==> config.mk <==
export PLATFORM = sky130hd
export DESIGN_NAME = slot_mux
export DESIGN_NICKNAME = d
export VERILOG_FILES = /design/src/rtl/slot_mux_pkg.sv /design/src/rtl/slot_fifo.sv /design/src/rtl/slot_mux.sv
export SDC_FILE = /design/constraint.sdc
export NUM_CORES = 1
export LEC_CHECK = 0
export ABC_AREA = 1
export CORE_MARGIN = 8
export CORE_UTILIZATION = 45
export CTS_CLUSTER_DIAMETER = 200
export DETAILED_ROUTE_END_ITERATION = 16
export GPL_ROUTABILITY_DRIVEN = 1
export SLEW_MARGIN = 20
export SYNTH_ARGS = -nofsm -noshare
export SYNTH_HDL_FRONTEND = slang
export SYNTH_SLANG_ARGS = --single-unit
export TNS_END_PERCENT = 100
==> constraint.sdc <==
create_clock -name clk -period 2.25 [get_ports clk]
set_input_delay 0.225 -clock clk [delete_from_list [all_inputs] [get_ports clk]]
set_output_delay 0.225 -clock clk [all_outputs]
set_load 0.01 [all_outputs]
==> src/rtl/slot_mux_pkg.sv <==
`default_nettype none
// ============================================================================
// Module : slot_mux_pkg
// Brief  : Shared constants, slot type and select decode for slot_mux.
// Rev    : 1.0  initial release
// ============================================================================
package slot_mux_pkg;

  // Number of time-multiplexed source ports and width of a port index.
  localparam int NUM_PORTS = 3;
  localparam int PORT_W    = 2;

  // Cycler select encodings; the cycler walks 10 -> 01 -> 00 -> 10.
  localparam logic [1:0] SEL_P0   = 2'b10;
  localparam logic [1:0] SEL_P1   = 2'b01;
  localparam logic [1:0] SEL_P2   = 2'b00;
  localparam logic [1:0] SEL_NONE = 2'b11;

  // Decoded slot: valid plus the port index that owns this cycle.
  typedef struct packed {
    logic              valid;
    logic [PORT_W-1:0] port;
  } slot_t;

  // Case-equality decode: an unknown or idle select yields no slot, so a
  // floating select line can never pop a FIFO.
  function automatic slot_t decode_sel(input logic [1:0] sel);
    slot_t s;
    s.valid = 1'b0;
    s.port  = '0;
    if (sel === SEL_P0) begin
      s.valid = 1'b1;
      s.port  = PORT_W'(0);
    end else if (sel === SEL_P1) begin
      s.valid = 1'b1;
      s.port  = PORT_W'(1);
    end else if (sel === SEL_P2) begin
      s.valid = 1'b1;
      s.port  = PORT_W'(2);
    end
    return s;
  endfunction

endpackage
`default_nettype wire

==> src/rtl/slot_fifo.sv <==
`default_nettype none
// ============================================================================
// Module : slot_fifo
// Brief  : Synchronous per-port FIFO with extra-MSB pointers, full/empty
//          flags and a combinational head word.
// Rev    : 1.0  initial release
// ============================================================================
module slot_fifo #(
  parameter int WIDTH = 8,
  parameter int DEPTH = 4
) (
  input  logic             clk,
  input  logic             rst_n,
  input  logic             push,
  input  logic [WIDTH-1:0] push_data,
  input  logic             pop,
  output logic [WIDTH-1:0] head,
  output logic             full,
  output logic             empty
);

  localparam int AW = $clog2(DEPTH);
  localparam int PW = AW + 1;

  logic [PW-1:0]    wr_ptr;
  logic [PW-1:0]    rd_ptr;
  logic [WIDTH-1:0] mem [DEPTH];
  logic             do_push;
  logic             do_pop;

  // Pointers carry one extra wrap bit: equal means empty, wrap bits
  // differing with equal index bits means full.
  assign empty = (wr_ptr == rd_ptr);
  assign full  = (wr_ptr[AW] != rd_ptr[AW]) &&
                 (wr_ptr[AW-1:0] == rd_ptr[AW-1:0]);

  // Guards make push-on-full and pop-on-empty harmless no-ops.
  assign do_push = push && !full;
  assign do_pop  = pop && !empty;

  assign head = mem[rd_ptr[AW-1:0]];

  // Pointer update; reset discards every buffered word.
  always_ff @(posedge clk or negedge rst_n) begin
    if (!rst_n) begin
      wr_ptr <= '0;
      rd_ptr <= '0;
    end else begin
      if (do_push) wr_ptr <= wr_ptr + PW'(1);
      if (do_pop)  rd_ptr <= rd_ptr + PW'(1);
    end
  end

  // Storage write; contents are qualified by the pointers so need no reset.
  always_ff @(posedge clk) begin
    if (do_push) mem[wr_ptr[AW-1:0]] <= push_data;
  end

endmodule
`default_nettype wire

==> src/rtl/slot_mux.sv <==
`default_nettype none
// ============================================================================
// Module : slot_mux
// Brief  : Time-division mux of three buffered ports onto one registered
//          valid/ready output, with the slot chosen by a 2-bit cycler select.
// Rev    : 1.0  initial release
// ============================================================================
import slot_mux_pkg::*;

module slot_mux #(
  parameter int WIDTH = 8,
  parameter int DEPTH = 4
) (
  input  logic                       clk,
  input  logic                       rst_n,
  input  logic [1:0]                 sel,
  input  logic [NUM_PORTS-1:0]       in_valid,
  input  logic [NUM_PORTS*WIDTH-1:0] in_data,
  output logic [NUM_PORTS-1:0]       in_ready,
  output logic                       out_valid,
  output logic [WIDTH-1:0]           out_data,
  output logic [PORT_W-1:0]          out_port,
  input  logic                       out_ready
);

  logic [NUM_PORTS-1:0] full;
  logic [NUM_PORTS-1:0] empty;
  logic [NUM_PORTS-1:0] push;
  logic [NUM_PORTS-1:0] pop;
  logic [WIDTH-1:0]     head [NUM_PORTS];
  slot_t                slot;
  logic                 out_free;
  logic                 pop_en;
  logic [WIDTH-1:0]     pop_data;
  logic [PORT_W-1:0]    pop_port;

  // One FIFO per source port; ready is simply "not full".
  generate
    for (genvar i = 0; i < NUM_PORTS; i++) begin : g_port
      assign in_ready[i] = !full[i];
      assign push[i]     = in_valid[i] && !full[i];

      slot_fifo #(
        .WIDTH (WIDTH),
        .DEPTH (DEPTH)
      ) u_fifo (
        .clk       (clk),
        .rst_n     (rst_n),
        .push      (push[i]),
        .push_data (in_data[i*WIDTH +: WIDTH]),
        .pop       (pop[i]),
        .head      (head[i]),
        .full      (full[i]),
        .empty     (empty[i])
      );
    end
  endgenerate

  // Output stage can take a new word when empty or being drained this edge.
  assign out_free = !out_valid || out_ready;

  // Decode the select into the single port that owns this cycle.
  always_comb begin
    slot = decode_sel(sel);
  end

  // Pop the owning port only if it has a word and the output stage is free;
  // emptiness is pre-edge, so a word pushed this edge cannot bypass.
  always_comb begin
    pop      = '0;
    pop_en   = 1'b0;
    pop_data = '0;
    pop_port = '0;
    for (int i = 0; i < NUM_PORTS; i++) begin
      if (slot.valid && (slot.port == PORT_W'(i)) && !empty[i] && out_free) begin
        pop[i]   = 1'b1;
        pop_en   = 1'b1;
        pop_data = head[i];
        pop_port = PORT_W'(i);
      end
    end
  end

  // Output register: load on pop, clear on handoff, otherwise hold.
  always_ff @(posedge clk or negedge rst_n) begin
    if (!rst_n) begin
      out_valid <= 1'b0;
      out_data  <= '0;
      out_port  <= '0;
    end else if (pop_en) begin
      out_valid <= 1'b1;
      out_data  <= pop_data;
      out_port  <= pop_port;
    end else if (out_ready) begin
      out_valid <= 1'b0;
    end
  end

endmodule
`default_nettype wire

==> results of run 1 <==
## flip-flops by register name, indices dropped and copies added (netlist names)
name,cells
out_port,2
g_port.u_fifo.wr_ptr,9
g_port.u_fifo.mem,96
g_port.u_fifo.rd_ptr,9
out_valid,1
out_data,8
## power groups by stage
stage | Combinational (W) | Sequential [W] | Clock, W
after CTS | 0.00335 | 0.00355 | 0.00266
after global routing | 0.00377 | 0.00361 | 0.00277
after detailed placement | 0.00333 | 0.00358 | 0
after global placement | 0.00326 | 0.00357 | 0
after floorplan | 0.00240 | 0.00346 | 0
final | 0.00329 | 0.00354 | 0.00261
## worst max-delay path by stage
stage	from	end	slack, ns	cells past startpoint
4_1_cts	g_port[1].u_fifo.rd_ptr[1]	in_ready[1]	0.07	5
3_3_place_gp	out_ready	out_data[1]	0.34	7
6_report	g_port[1].u_fifo.rd_ptr[0]	in_ready[1]	0.14	5
3_5_place_dp	out_ready	out_data[1]	0.28	7
5_1_grt	g_port[1].u_fifo.rd_ptr[0]	in_ready[1]	0.06	5
2_1_floorplan	g_port[1].u_fifo.rd_ptr[0]	g_port[1].u_fifo.mem[0][0]	0.58	6
## kinds of logic (layout without fill, tap and decap cells)
logic type	after synthesis	after routing	share of synthesized area
flip-flops	125	125	0.6115
XOR/XNOR	9	9	0.01590
AO/OA/AOI/OAI	27	27	0.02417
adder cells (fa/ha/maj)	15	15	0.03181
AND/OR/NAND/NOR	289	289	0.2171
buffers and inverters	124	205	0.09945
## cell usage after synthesis
master / number
buf_2: 3
buf_4: 4
buf_6: 9
dfrtp_1: 29
edfxtp_1: 96
ha_1: 15
inv_1: 100
inv_2: 1
inv_4: 2
inv_6: 3
inv_8: 2
nand2_1: 171
nand2_2: 10
nand2_4: 1
nand3_1: 53
nand3_4: 2
nand4_1: 8
nand4_2: 3
nor2_1: 37
nor2_2: 1
nor2_4: 1
nor3_1: 1
nor3_4: 1
o21a_1: 3
o21ai_0: 15
o21ai_1: 9
xnor2_1: 3
xor2_1: 4
xor2_2: 2
## stage by stage
stage / setup WS (ns) / total power [W] / instances / utilization
after floorplan: 0.5817 / 0.005862 / 589 / -
after global placement: 0.3403 / 0.006828 / 815 / 0.5051
after detailed placement: 0.2770 / 0.006909 / 815 / 0.5051
after CTS: 0.06620 / 0.009564 / 846 / 0.5482
after global routing: 0.06030 / 0.01015 / 846 / 0.5483
final: 0.1448 / 0.009438 / 846 / 0.5483
## critical path, delay by kind of cell, from the launching register on
family	cells	cell delay (ns)
AND/OR/NAND/NOR	3	0.30
buffers and inverters	2	0.67
flip-flops	1	0.50
## cell type report
type	count	area, µm²
Clock buffer	20	436.7
Clock inverter	11	125.1
Fill cell	1194	5887
Inverter	108	440.4
Multi-Input combinational cell	340	1705
Sequential cell	125	3610
Tap cell	176	220.2
Timing Repair Buffer	66	608.1
## layout by cell type, fill, tap and decap left out, types with 3 or more instances in the layout
master / n
nand2_1: 171
inv_1: 100
edfxtp_1: 96
nand3_1: 53
clkdlybuf4s50_1: 45
nor2_1: 37
dfrtp_1: 28
buf_4: 21
clkbuf_16: 17
o21ai_0: 15
ha_1: 15
nand2_2: 10
o21ai_1: 9
nand4_1: 8
xor2_1: 4
clkinv_1: 4
clkinv_2: 4
nand4_2: 3
inv_6: 3
o21a_1: 3
xnor2_1: 3
clkbuf_1: 3
bufinv_16: 3
## per-layer routing
metal	wire (µm)	vias up	track usage	share of wire
li1	-	2013	-	-
met1	5142	1866	0.1731	0.45
met2	5604	72	0.2513	0.49
met3	496	25	0.04099	0.043
met4	255	0	0.07900	0.022
met5	0	-	0	0
==> flow_metrics.env, run 1 <==
export IMPL_status="finished, final reports clean"
export IMPL_wl_per_cell_um=13.59
export IMPL_post_cts_setup_buffer_count=0
export IMPL_yosysTopAreaCellShare=0.4885
export IMPL_tightest_slew_ns=0.6380
export IMPL_vias_per_cell=4.700
export IMPL_io_buffers=45
export IMPL_clk_latency_ns=0.41
export IMPL_drt_drc_violations_left=0
export IMPL_grt_overflow_total=0
export IMPL_drive_above_1_share=0.1119
export IMPL_intPower_w=0.006119
export IMPL_p_per_area_nw_per_um2=1321
export IMPL_synth_cell_types=29
export IMPL_skew_ns=0.009301
export IMPL_dp_hpwl_mm=7.950
export IMPL_cts_buffers=17
export IMPL_clock_sinks=125
export IMPL_r2r_cells=8
export IMPL_path_class="flop to primary output"
export IMPL_r2r_end="out_data[1]"
export IMPL_cp_required_ns=2.03
export IMPL_switching_power_w=0.003319
export IMPL_relSlewSlack=0.5736
export IMPL_timing_hold_ws_ns=0.2069
export IMPL_min_period_over_period=0.9357
export IMPL_cts_hold_buf=0
export IMPL_cts_resized=0
export IMPL_clock_fmax_mhz=475.0
export IMPL_rsz0062_at_grt="false"
export IMPL_gp_congestion=0.7941
export IMPL_syn_inst=589
export IMPL_dieArea_um2=17030
export IMPL_crit_slowest_cell="clkdlybuf4s50_1"
export IMPL_antenna_found_initial=0
export IMPL_crit_path_end_kind="primary output"
export IMPL_ir_worst_vdd_mv=0.6342
export IMPL_hold_path_class="input port to async pin"
export IMPL_p_leak_nw=3.221
export IMPL_final_nets=705
export IMPL_track_usage=0.1501
export IMPL_first_global_vias=4080
export IMPL_core_rowCount=42
export IMPL_r2r_setup_slack_ns=0.41
export IMPL_worst_setup_path_start_kind="flop"
export IMPL_pwr_share_comb=0.348
export IMPL_grt_first_pass_wirelength_mm=19.26
export IMPL_synth_area_per_cell_um2=10.02
export IMPL_slew_violations=0
export IMPL_final_area_um2=7146
export IMPL_synth_net_count=636
export IMPL_drtAntennaViolNets=0
export IMPL_dpl_cell_area_um2=6583
export IMPL_post_synth_top_area_cell="edfxtp_1"
export IMPL_htree_levels=4
export IMPL_synth_area_um2=5901
export IMPL_maxCapViolCount=0
export IMPL_cts_root_buf="clkbuf_16"
export IMPL_switching_share=0.3517
export IMPL_drtIter0Drc=238
export IMPL_seq_area_frac_synth=0.6115
export IMPL_seq_power_share=0.375
export IMPL_wl_mm=11.50
export IMPL_die_w_um=130.5
export IMPL_core_um2=13030
export IMPL_vias=3976
export IMPL_cts_tree="built"
export IMPL_initial_utilization=0.4528
export IMPL_n_antenna_cell=0
export IMPL_grt_max_degree=30
export IMPL_fin_tns_setup_ns=0
export IMPL_p_clk_frac=0.276
export IMPL_finalHoldViolCount=0
export IMPL_area_delta_synth_final_pct=21.10
export IMPL_clkSlewWorstSetupHoldPaths_ns=0.05
export IMPL_cp_max_fo=18
export IMPL_die_y_um=130.5
export IMPL_timing_rr_start="g_port[2].u_fifo.rd_ptr[0]"
export IMPL_first_pass_iters=4
export IMPL_ys_warn_count=0
export IMPL_critPathArrivalTime_ns=1.88
export IMPL_min_period_ns=2.105
export IMPL_netlist_top_cells_area="edfxtp_1, dfrtp_1, nand2_1"
export IMPL_cpPeakStageDelay_ns=0.56
export IMPL_cts_buffer_depth=2
export IMPL_setup_viol=0
export IMPL_synth_seq_cells=125
export IMPL_path_cells="inv_8 -> nand2_1 -> nand2_2 -> nand4_2 -> clkdlybuf4s50_1"
export IMPL_io_pins=46
Power figures use the tool's default switching activity.
==> inputs of run 2 (changes only) <==
--- a/config.mk
+++ b/config.mk
@@ -11,6 +11,7 @@
 export CTS_CLUSTER_DIAMETER = 200
 export DETAILED_ROUTE_END_ITERATION = 16
 export GPL_ROUTABILITY_DRIVEN = 1
+export SKIP_LAST_GASP = 1
 export SLEW_MARGIN = 20
 export SYNTH_ARGS = -nofsm -noshare
 export SYNTH_HDL_FRONTEND = slang
==> results of run 2 <==
Final layout, timing and power as in run 1 (identical DEF).
